`src/rtl/melody_pkg.sv`:
```
// Shared constants, FSM state type and slot helpers for the melody recorder
// and the game module that consumes its packed word.
package melody_pkg;

  localparam int NUM_NOTES = 8;
  localparam int SLOT_W    = 4;
  localparam int NOTE_W    = 3;
  localparam int MIN_NOTES = 3;
  localparam int WORD_W    = NUM_NOTES * SLOT_W;

  typedef logic [3:0] count_t;
  typedef logic [3:0] key_t;

  typedef enum logic [1:0] {
    ST_IDLE   = 2'd0,
    ST_RECORD = 2'd1,
    ST_COMMIT = 2'd2,
    ST_START  = 2'd3
  } state_e;

  // Bit offset of slot k inside the packed word.
  function automatic int unsigned slot_lsb(input count_t k);
    return int'(k) * SLOT_W;
  endfunction

  function automatic logic note_valid(input key_t code);
    return (code[3] == 1'b0) && (code[NOTE_W-1:0] != '0);
  endfunction

endpackage

```
`src/rtl/melody_recorder_if.sv`:
```
// Keypad-side inputs and game-side load outputs of the melody recorder.
// MELODY_PREVIEW_EN adds the piezo_out preview signal.
interface melody_recorder_if;
  import melody_pkg::*;

  key_t              keypad_input;
  logic              keypad_enable;
  logic              record_start;
  logic              commit;
  logic [WORD_W-1:0] data_out;
  logic              write_enable;
  logic              game_start;
  count_t            note_count;
  logic              busy;
  logic              error;
`ifdef MELODY_PREVIEW_EN
  logic [3:0]        piezo_out;
`endif

  modport master (
    output keypad_input, keypad_enable, record_start, commit,
    input  data_out, write_enable, game_start, note_count, busy, error
`ifdef MELODY_PREVIEW_EN
    , piezo_out
`endif
  );

  modport slave (
    input  keypad_input, keypad_enable, record_start, commit,
    output data_out, write_enable, game_start, note_count, busy, error
`ifdef MELODY_PREVIEW_EN
    , piezo_out
`endif
  );

endinterface

```
`src/rtl/key_edge_detect.sv`:
```
// Turns the level keypad_enable into a one-cycle press pulse on its rising
// edge and presents the key code sampled in that same cycle.
module key_edge_detect
  import melody_pkg::*;
(
  input  logic clk,
  input  logic reset,
  input  logic key_enable_i,
  input  key_t key_code_i,
  output logic press_o,
  output key_t code_o
);

  logic enable_prev_q;

  // NOTE: sequential state uses non-blocking assignments so every flop samples
  // pre-edge values regardless of block ordering.
  always_ff @(posedge clk or posedge reset) begin
    if (reset) begin
      enable_prev_q <= 1'b0;
    end else begin
      enable_prev_q <= key_enable_i;
    end
  end

  assign press_o = key_enable_i & ~enable_prev_q;
  assign code_o  = key_code_i;

endmodule

```
`src/rtl/melody_recorder.sv`:
```
// Records keypad notes into the packed 8x4-bit melody word and loads the game
// module (write_enable, then game_start). MELODY_PREVIEW_EN adds piezo preview.
module melody_recorder #(
  parameter int NUM_NOTES      = melody_pkg::NUM_NOTES,
  parameter int MIN_NOTES      = melody_pkg::MIN_NOTES
`ifdef MELODY_PREVIEW_EN
  , parameter int PREVIEW_CYCLES = 500000
`endif
) (
  input  logic               clk,
  input  logic               reset,
  melody_recorder_if.slave   bus
);
  import melody_pkg::*;

  localparam count_t FULL_CNT = count_t'(NUM_NOTES);
  localparam count_t MIN_CNT  = count_t'(MIN_NOTES);

  state_e            state_q, state_d;
  logic [WORD_W-1:0] shadow_q, shadow_d;
  logic [WORD_W-1:0] data_q, data_d;
  count_t            count_q, count_d;
  logic              error_q, error_d;
  logic              note_accept;
  logic              press;
  key_t              code;

  key_edge_detect u_key_edge (
    .clk          (clk),
    .reset        (reset),
    .key_enable_i (bus.keypad_enable),
    .key_code_i   (bus.keypad_input),
    .press_o      (press),
    .code_o       (code)
  );

  // NOTE: every variable gets a default before the case so no path leaves one
  // unassigned, which would infer a latch.
  always_comb begin
    state_d     = state_q;
    shadow_d    = shadow_q;
    data_d      = data_q;
    count_d     = count_q;
    error_d     = 1'b0;
    note_accept = 1'b0;

    case (state_q)
      ST_IDLE: begin
        if (bus.record_start) begin
          shadow_d = '0;
          count_d  = '0;
          state_d  = ST_RECORD;
        end
      end

      ST_RECORD: begin
        if (bus.record_start) begin
          shadow_d = '0;
          count_d  = '0;
        end else begin
          if (press) begin
            if (!note_valid(code)) begin
              error_d = 1'b1;
            end else if (count_q != FULL_CNT) begin
              shadow_d[slot_lsb(count_q) +: SLOT_W] = {1'b0, code[NOTE_W-1:0]};
              count_d     = count_q + count_t'(1);
              note_accept = 1'b1;
            end
          end

          // Commit checks see the count after a same-cycle press.
          if (count_d == FULL_CNT) begin
            state_d = ST_COMMIT;
          end else if (bus.commit) begin
            if (count_d >= MIN_CNT) state_d = ST_COMMIT;
            else                    error_d = 1'b1;
          end

          if (state_d == ST_COMMIT) data_d = shadow_d;
        end
      end

      ST_COMMIT: state_d = ST_START;
      ST_START:  state_d = ST_IDLE;
      default:   state_d = ST_IDLE;
    endcase
  end

  always_ff @(posedge clk or posedge reset) begin
    if (reset) begin
      state_q  <= ST_IDLE;
      shadow_q <= '0;
      data_q   <= '0;
      count_q  <= '0;
      error_q  <= 1'b0;
    end else begin
      state_q  <= state_d;
      shadow_q <= shadow_d;
      data_q   <= data_d;
      count_q  <= count_d;
      error_q  <= error_d;
    end
  end

  assign bus.data_out     = data_q;
  assign bus.write_enable = (state_q == ST_COMMIT);
  assign bus.game_start   = (state_q == ST_START);
  assign bus.note_count   = count_q;
  assign bus.busy         = (state_q == ST_RECORD) || (state_q == ST_COMMIT);
  assign bus.error        = error_q;

`ifdef MELODY_PREVIEW_EN
  localparam int TMR_W = $clog2(PREVIEW_CYCLES + 1);

  logic [TMR_W-1:0] timer_q;
  logic [3:0]       piezo_q;

  // A new accepted note restarts the tone; the timer counts the remaining
  // cycles after the current one.
  always_ff @(posedge clk or posedge reset) begin
    if (reset) begin
      timer_q <= '0;
      piezo_q <= '0;
    end else if (note_accept) begin
      timer_q <= TMR_W'(PREVIEW_CYCLES - 1);
      piezo_q <= {1'b0, code[NOTE_W-1:0]};
    end else if (timer_q != '0) begin
      timer_q <= timer_q - TMR_W'(1);
    end else begin
      piezo_q <= '0;
    end
  end

  assign bus.piezo_out = piezo_q;
`endif

endmodule

```
`src/flat_wrapper.sv`:
```
// flat-port wrapper written by rule: the top's interface ports become plain ports
module melody_recorder_flat import melody_pkg::*;
#(
  parameter int NUM_NOTES      = melody_pkg::NUM_NOTES,
  parameter int MIN_NOTES      = melody_pkg::MIN_NOTES

)
  (clk, reset, bus_keypad_input, bus_keypad_enable, bus_record_start, bus_commit, bus_data_out, bus_write_enable, bus_game_start, bus_note_count, bus_busy, bus_error);
  melody_recorder_if bus_i ();
  input  logic clk;
  input  logic reset;
  input wire logic [$bits(bus_i.keypad_input)-1:0] bus_keypad_input;
  input wire logic [$bits(bus_i.keypad_enable)-1:0] bus_keypad_enable;
  input wire logic [$bits(bus_i.record_start)-1:0] bus_record_start;
  input wire logic [$bits(bus_i.commit)-1:0] bus_commit;
  output wire logic [$bits(bus_i.data_out)-1:0] bus_data_out;
  output wire logic [$bits(bus_i.write_enable)-1:0] bus_write_enable;
  output wire logic [$bits(bus_i.game_start)-1:0] bus_game_start;
  output wire logic [$bits(bus_i.note_count)-1:0] bus_note_count;
  output wire logic [$bits(bus_i.busy)-1:0] bus_busy;
  output wire logic [$bits(bus_i.error)-1:0] bus_error;
  assign bus_i.keypad_input = bus_keypad_input;
  assign bus_i.keypad_enable = bus_keypad_enable;
  assign bus_i.record_start = bus_record_start;
  assign bus_i.commit = bus_commit;
  assign bus_data_out = bus_i.data_out;
  assign bus_write_enable = bus_i.write_enable;
  assign bus_game_start = bus_i.game_start;
  assign bus_note_count = bus_i.note_count;
  assign bus_busy = bus_i.busy;
  assign bus_error = bus_i.error;
  melody_recorder #(.NUM_NOTES(NUM_NOTES), .MIN_NOTES(MIN_NOTES)) u_core (.clk(clk), .reset(reset), .bus(bus_i));
endmodule
```
`config.mk`:
```
export PLATFORM = sky130hd
export DESIGN_NAME = melody_recorder_flat
export DESIGN_NICKNAME = d
export VERILOG_FILES = /design/src/rtl/melody_pkg.sv /design/src/rtl/melody_recorder_if.sv /design/src/rtl/key_edge_detect.sv /design/src/rtl/melody_recorder.sv /design/src/flat_wrapper.sv
export SDC_FILE = /design/constraint.sdc
export NUM_CORES = 1
export LEC_CHECK = 0
export BUFFER_PORTS_ARGS = -buffer_cell sky130_fd_sc_hd__buf_2
export CAP_MARGIN = 20
export CELL_PAD_IN_SITES_DETAIL_PLACEMENT = 1
export CELL_PAD_IN_SITES_GLOBAL_PLACEMENT = 1
export CORE_ASPECT_RATIO = 0.5
export CORE_UTILIZATION = 46
export CTS_CLUSTER_SIZE = 10
export DETAILED_ROUTE_END_ITERATION = 8
export PLACE_DENSITY_LB_ADDON = 0.1
export SETUP_SLACK_MARGIN = 0.3
export SYNTH_ARGS = -nofsm -noshare
export SYNTH_HDL_FRONTEND = slang
export SYNTH_SLANG_ARGS = --single-unit
export TNS_END_PERCENT = 30
```
`constraint.sdc`:
```
create_clock -name clk -period 3.4 [get_ports clk]
set_input_delay 0.17 -clock clk [delete_from_list [all_inputs] [get_ports clk]]
set_output_delay 0.17 -clock clk [all_outputs]
set_load 0.05 [all_outputs]
```
==> flow_metrics.tcl <==
set metrics [dict create \
    route.detailed.drc 0 \
    top_level_ports 49 \
    cts_tree "done" \
    power_mw 2.39 \
    max_freq_ghz 0.340 \
    clock_latency_ns 0.34 \
    std_cell_rows 23 \
    core_um2 8060 \
    yosys.area.top_type "sky130_fd_sc_hd__dfrtp_1" \
    power_report.internal_total_mw 1.59 \
    synth.cell_area_um2 3850 \
    routabilityCongestion 0.817 \
    number_of_antenna_violations_at_the_first_check_in_global_routing 0 \
    pin_count_of_the_biggest_net_entering_global_routing 33 \
    synth-warning-count 0 \
    ctsRootBufferMaster "sky130_fd_sc_hd__clkbuf_16" \
    cts_max_level 3 \
    cts_num_sinks 72 \
    grt.busiest_layer "met2" \
    antenna_left 0 \
    clock_power_share_pct 39.8 \
    detail_route.first_pass.iterations 4 \
    dr.first_iter.drc_count 180 \
    maxCapViolations 0 \
    route.vias.total 2809 \
    design_area_um2 4530 \
    fin_skew_ns 0.00750 \
    finalMaxSlewViolations 0 \
    postSynthCellCount 331 \
    grt_first_pass_wirelength_um 15400 \
    dp.final_hpwl_um 6370 \
    main_flop_type_after_synthesis "sky130_fd_sc_hd__dfrtp_1" \
    floorplan.die.height_um 66.7 \
    comb_power_share_pct 21.8 \
    power_density_nw_per_um2 527 \
    power_frac_seq_pct 38.4 \
    cts-root-to-sink-buffers 2 \
    average_wire_length_per_cell_after_detail_routing_um 18.7 \
    fillCellCount 899 \
    cts_made_buffers 9 \
    grtUsageMet2_pct 36.9 \
    cp.required_ns 3.62 \
    power_leakage_nw 2.30 \
    hold_viol 0 \
    timing.critical_path.fanout_max 32 \
    switching_share_pct 33.4 \
    global_route.overflow_total 0 \
    gr-usage-met1_pct 30.6 \
    switching_power_mw 0.798 \
    synth-seq-area-share_pct 46.8 \
    synthDistinctLibCells 51 \
    outcome "finished clean" \
    layout-drive-gt1-share_pct 35.8 \
    multi_input_comb_area_um2 1910 \
    setup_tns_ns 0 \
    maxSlewHeadroom_pct 49.5 \
    timing.critical_path.to_type "flop" \
    synth_fp_nets 347 \
    cp.arrival_ns 3.16 \
    area.sequential_um2 1800 \
    startpoint_class_of_the_critical_path "flop" \
    ys_ff_latch 72 \
    port_buffers 48 \
    synthArstFlopShare_pct 100 \
    initial_core_utilization_pct 47.8 \
    clk_pin_slew_ns 0.06 \
    floorplan.die.width_um 131 \
    gr-usage-all-layers_pct 23.4 \
    max_slew.worst_pin.slew_ns 0.750 \
    num_antenna_cells 0 \
    netlist.area_leader.share_pct 46.8 \
    viasPerCell 5.55 \
    routed_wl_um 9450 \
    placedInstanceArea_um2 4190 \
    vdd.ir_drop.worst_mv 0.330 \
    vias_in_the_first_global_route 2891 \
    final_period_minus_worst_setup_slack_ns 2.94 \
    areaGrowthSynthToFinish_pct 17.7 \
    hp-class "primary input to flop" \
    setup.worst_path.class "flop to flop" \
    num-nets-final 405 \
    synth-edff-count 0 \
    globalRouteMet3Util_pct 7.31 \
    netlist_top_cells_area "sky130_fd_sc_hd__dfrtp_1 47%, sky130_fd_sc_hd__mux2_4 10%, sky130_fd_sc_hd__mux2_2 7.0%, sky130_fd_sc_hd__o21ai_0 3.6%, sky130_fd_sc_hd__nand2_1 3.3%" \
    layout_worst_path_cycle_share_pct 86.5 \
    grt_setup_unrepaired "true" \
    report.final.setup_viol 0 \
    fp.dieArea_um2 8760 \
    synth.avg_cell_area_um2 11.6 \
]
what timing repair did:
action | CTS | global route
endpoints found under the setup margin | 0 | 31
setup buffers | 0 | 3
hold endpoints to repair | 30 | 0
gates resized for setup | 0 | 1
hold buffers | 2 | 0
layout make-up:
| cell class | instances | share of cell area (%) |
|---|---|---|
| Clock buffer | 10 | 5.06 |
| Clock inverter | 6 | 1.49 |
| Inverter | 12 | 0.994 |
| Multi-Input combinational cell | 236 | 42.2 |
| Sequential cell | 72 | 39.8 |
| Tap cell | 112 | 3.09 |
| Timing Repair Buffer | 58 | 7.35 |
placed cells by master (no fill, tap or decap), drive strengths merged, types with 9 or more instances in the layout:
cell type / n
and2: 18
buf: 56
mux2: 50
dfrtp: 72
nand2: 35
inv: 13
a32o: 9
o21ai: 28
clkbuf: 10
a21oi: 9
nor2: 9
sequential cells by signal, indices dropped and copies added, names as in the netlist, named ones only:
signal                           count
u_core.bus.error                     1
u_core.u_key_edge.enable_prev_q      1
u_core.shadow_q                     32
u_core.bus.data_out                 32
u_core.bus.note_count                4
u_core.state_q                       1
worst max-delay path: stages, from the launching register on:
cell and delay, ns:
sky130_fd_sc_hd__dfrtp_2 0.53, sky130_fd_sc_hd__inv_1 0.14, sky130_fd_sc_hd__ha_1 0.46, sky130_fd_sc_hd__nand2b_1 0.17, sky130_fd_sc_hd__a211oi_2 0.10, sky130_fd_sc_hd__a2111oi_4 0.41, sky130_fd_sc_hd__nor3_1 0.14, sky130_fd_sc_hd__a21oi_4 0.19
sky130_fd_sc_hd__buf_12 0.27, sky130_fd_sc_hd__mux2_2 0.40
power groups by stage:
stage | Combinational (mW) | Sequential (mW) | Clock (mW)
after floorplan | 0.310 | 0.994 | 0
after global placement | 0.496 | 0.928 | 0
after detailed placement | 0.517 | 0.932 | 0
after CTS | 0.521 | 0.917 | 0.973
after global routing | 0.564 | 0.923 | 1.01
final | 0.520 | 0.918 | 0.951
layer usage:
metal | wire, um | share of wire [%]
met1 | 4640 | 49
met2 | 4190 | 44
met3 | 486 | 5.1
met4 | 136 | 1.4
met5 | 0 | 0
synth_stat cells, types with 2 or more instances:
library cell and n:
sky130_fd_sc_hd__nor3_2 2, sky130_fd_sc_hd__nand2_1 34, sky130_fd_sc_hd__nor4_1 4, sky130_fd_sc_hd__nor2_2 2, sky130_fd_sc_hd__dfrtp_1 72, sky130_fd_sc_hd__ha_1 7
sky130_fd_sc_hd__and2_1 15, sky130_fd_sc_hd__a21oi_2 2, sky130_fd_sc_hd__a21oi_1 6, sky130_fd_sc_hd__and2_0 3, sky130_fd_sc_hd__nand3_1 6, sky130_fd_sc_hd__nor3_1 4
sky130_fd_sc_hd__nor2_1 7, sky130_fd_sc_hd__nand2b_1 5, sky130_fd_sc_hd__a211oi_1 2, sky130_fd_sc_hd__inv_1 12, sky130_fd_sc_hd__o21ai_0 28, sky130_fd_sc_hd__a32o_1 9
sky130_fd_sc_hd__clkbuf_1 7, sky130_fd_sc_hd__and3_1 3, sky130_fd_sc_hd__nor3b_1 3, sky130_fd_sc_hd__mux2_2 24, sky130_fd_sc_hd__a22o_1 6, sky130_fd_sc_hd__a21o_1 4
sky130_fd_sc_hd__mux2i_1 4, sky130_fd_sc_hd__buf_12 3, sky130_fd_sc_hd__nor2b_1 7, sky130_fd_sc_hd__or3_4 2, sky130_fd_sc_hd__mux2_4 26
through the flow:
step | hold slack (ns) | cells | util [%] | worst slack (ns)
after floorplan | 0.201 | 331 | - | 0.412
after global placement | 0.272 | 485 | 52.0 | 0.488
after detailed placement | 0.280 | 485 | 52.0 | 0.395
after CTS | 0.140 | 503 | 55.9 | 0.371
after global routing | 0.166 | 506 | 56.2 | 0.291
final | 0.154 | 506 | 56.2 | 0.460
cell families after synthesis:
group,count (synthesis),share of synthesized area [%]
AO/OA/AOI/OAI,65,12.6
XOR/XNOR,2,0.650
adder cells (fa/ha/maj),7,2.28
buffers and inverters,23,3.54
flip-flops,72,46.8
multiplexers,54,18.2
AND/OR/NAND/NOR,108,15.9
final timing paths:
kind                                          start                       to  slack [ns]  depth (start not counted)
max                        u_core.bus.note_count[0]  u_core.bus.data_out[30]        0.46                          9
min                                      bus_commit         u_core.bus.error        0.15                          3
max reg2reg                u_core.bus.note_count[0]  u_core.bus.data_out[30]        0.46                          9
min reg2reg                     u_core.shadow_q[26]      u_core.shadow_q[26]        0.48                          2
max in group asynchronous                     reset         u_core.bus.error        2.16                          4
min in group asynchronous                     reset  u_core.bus.data_out[11]        0.46                          3
No activity file was read; power rests on OpenSTA's default activity.
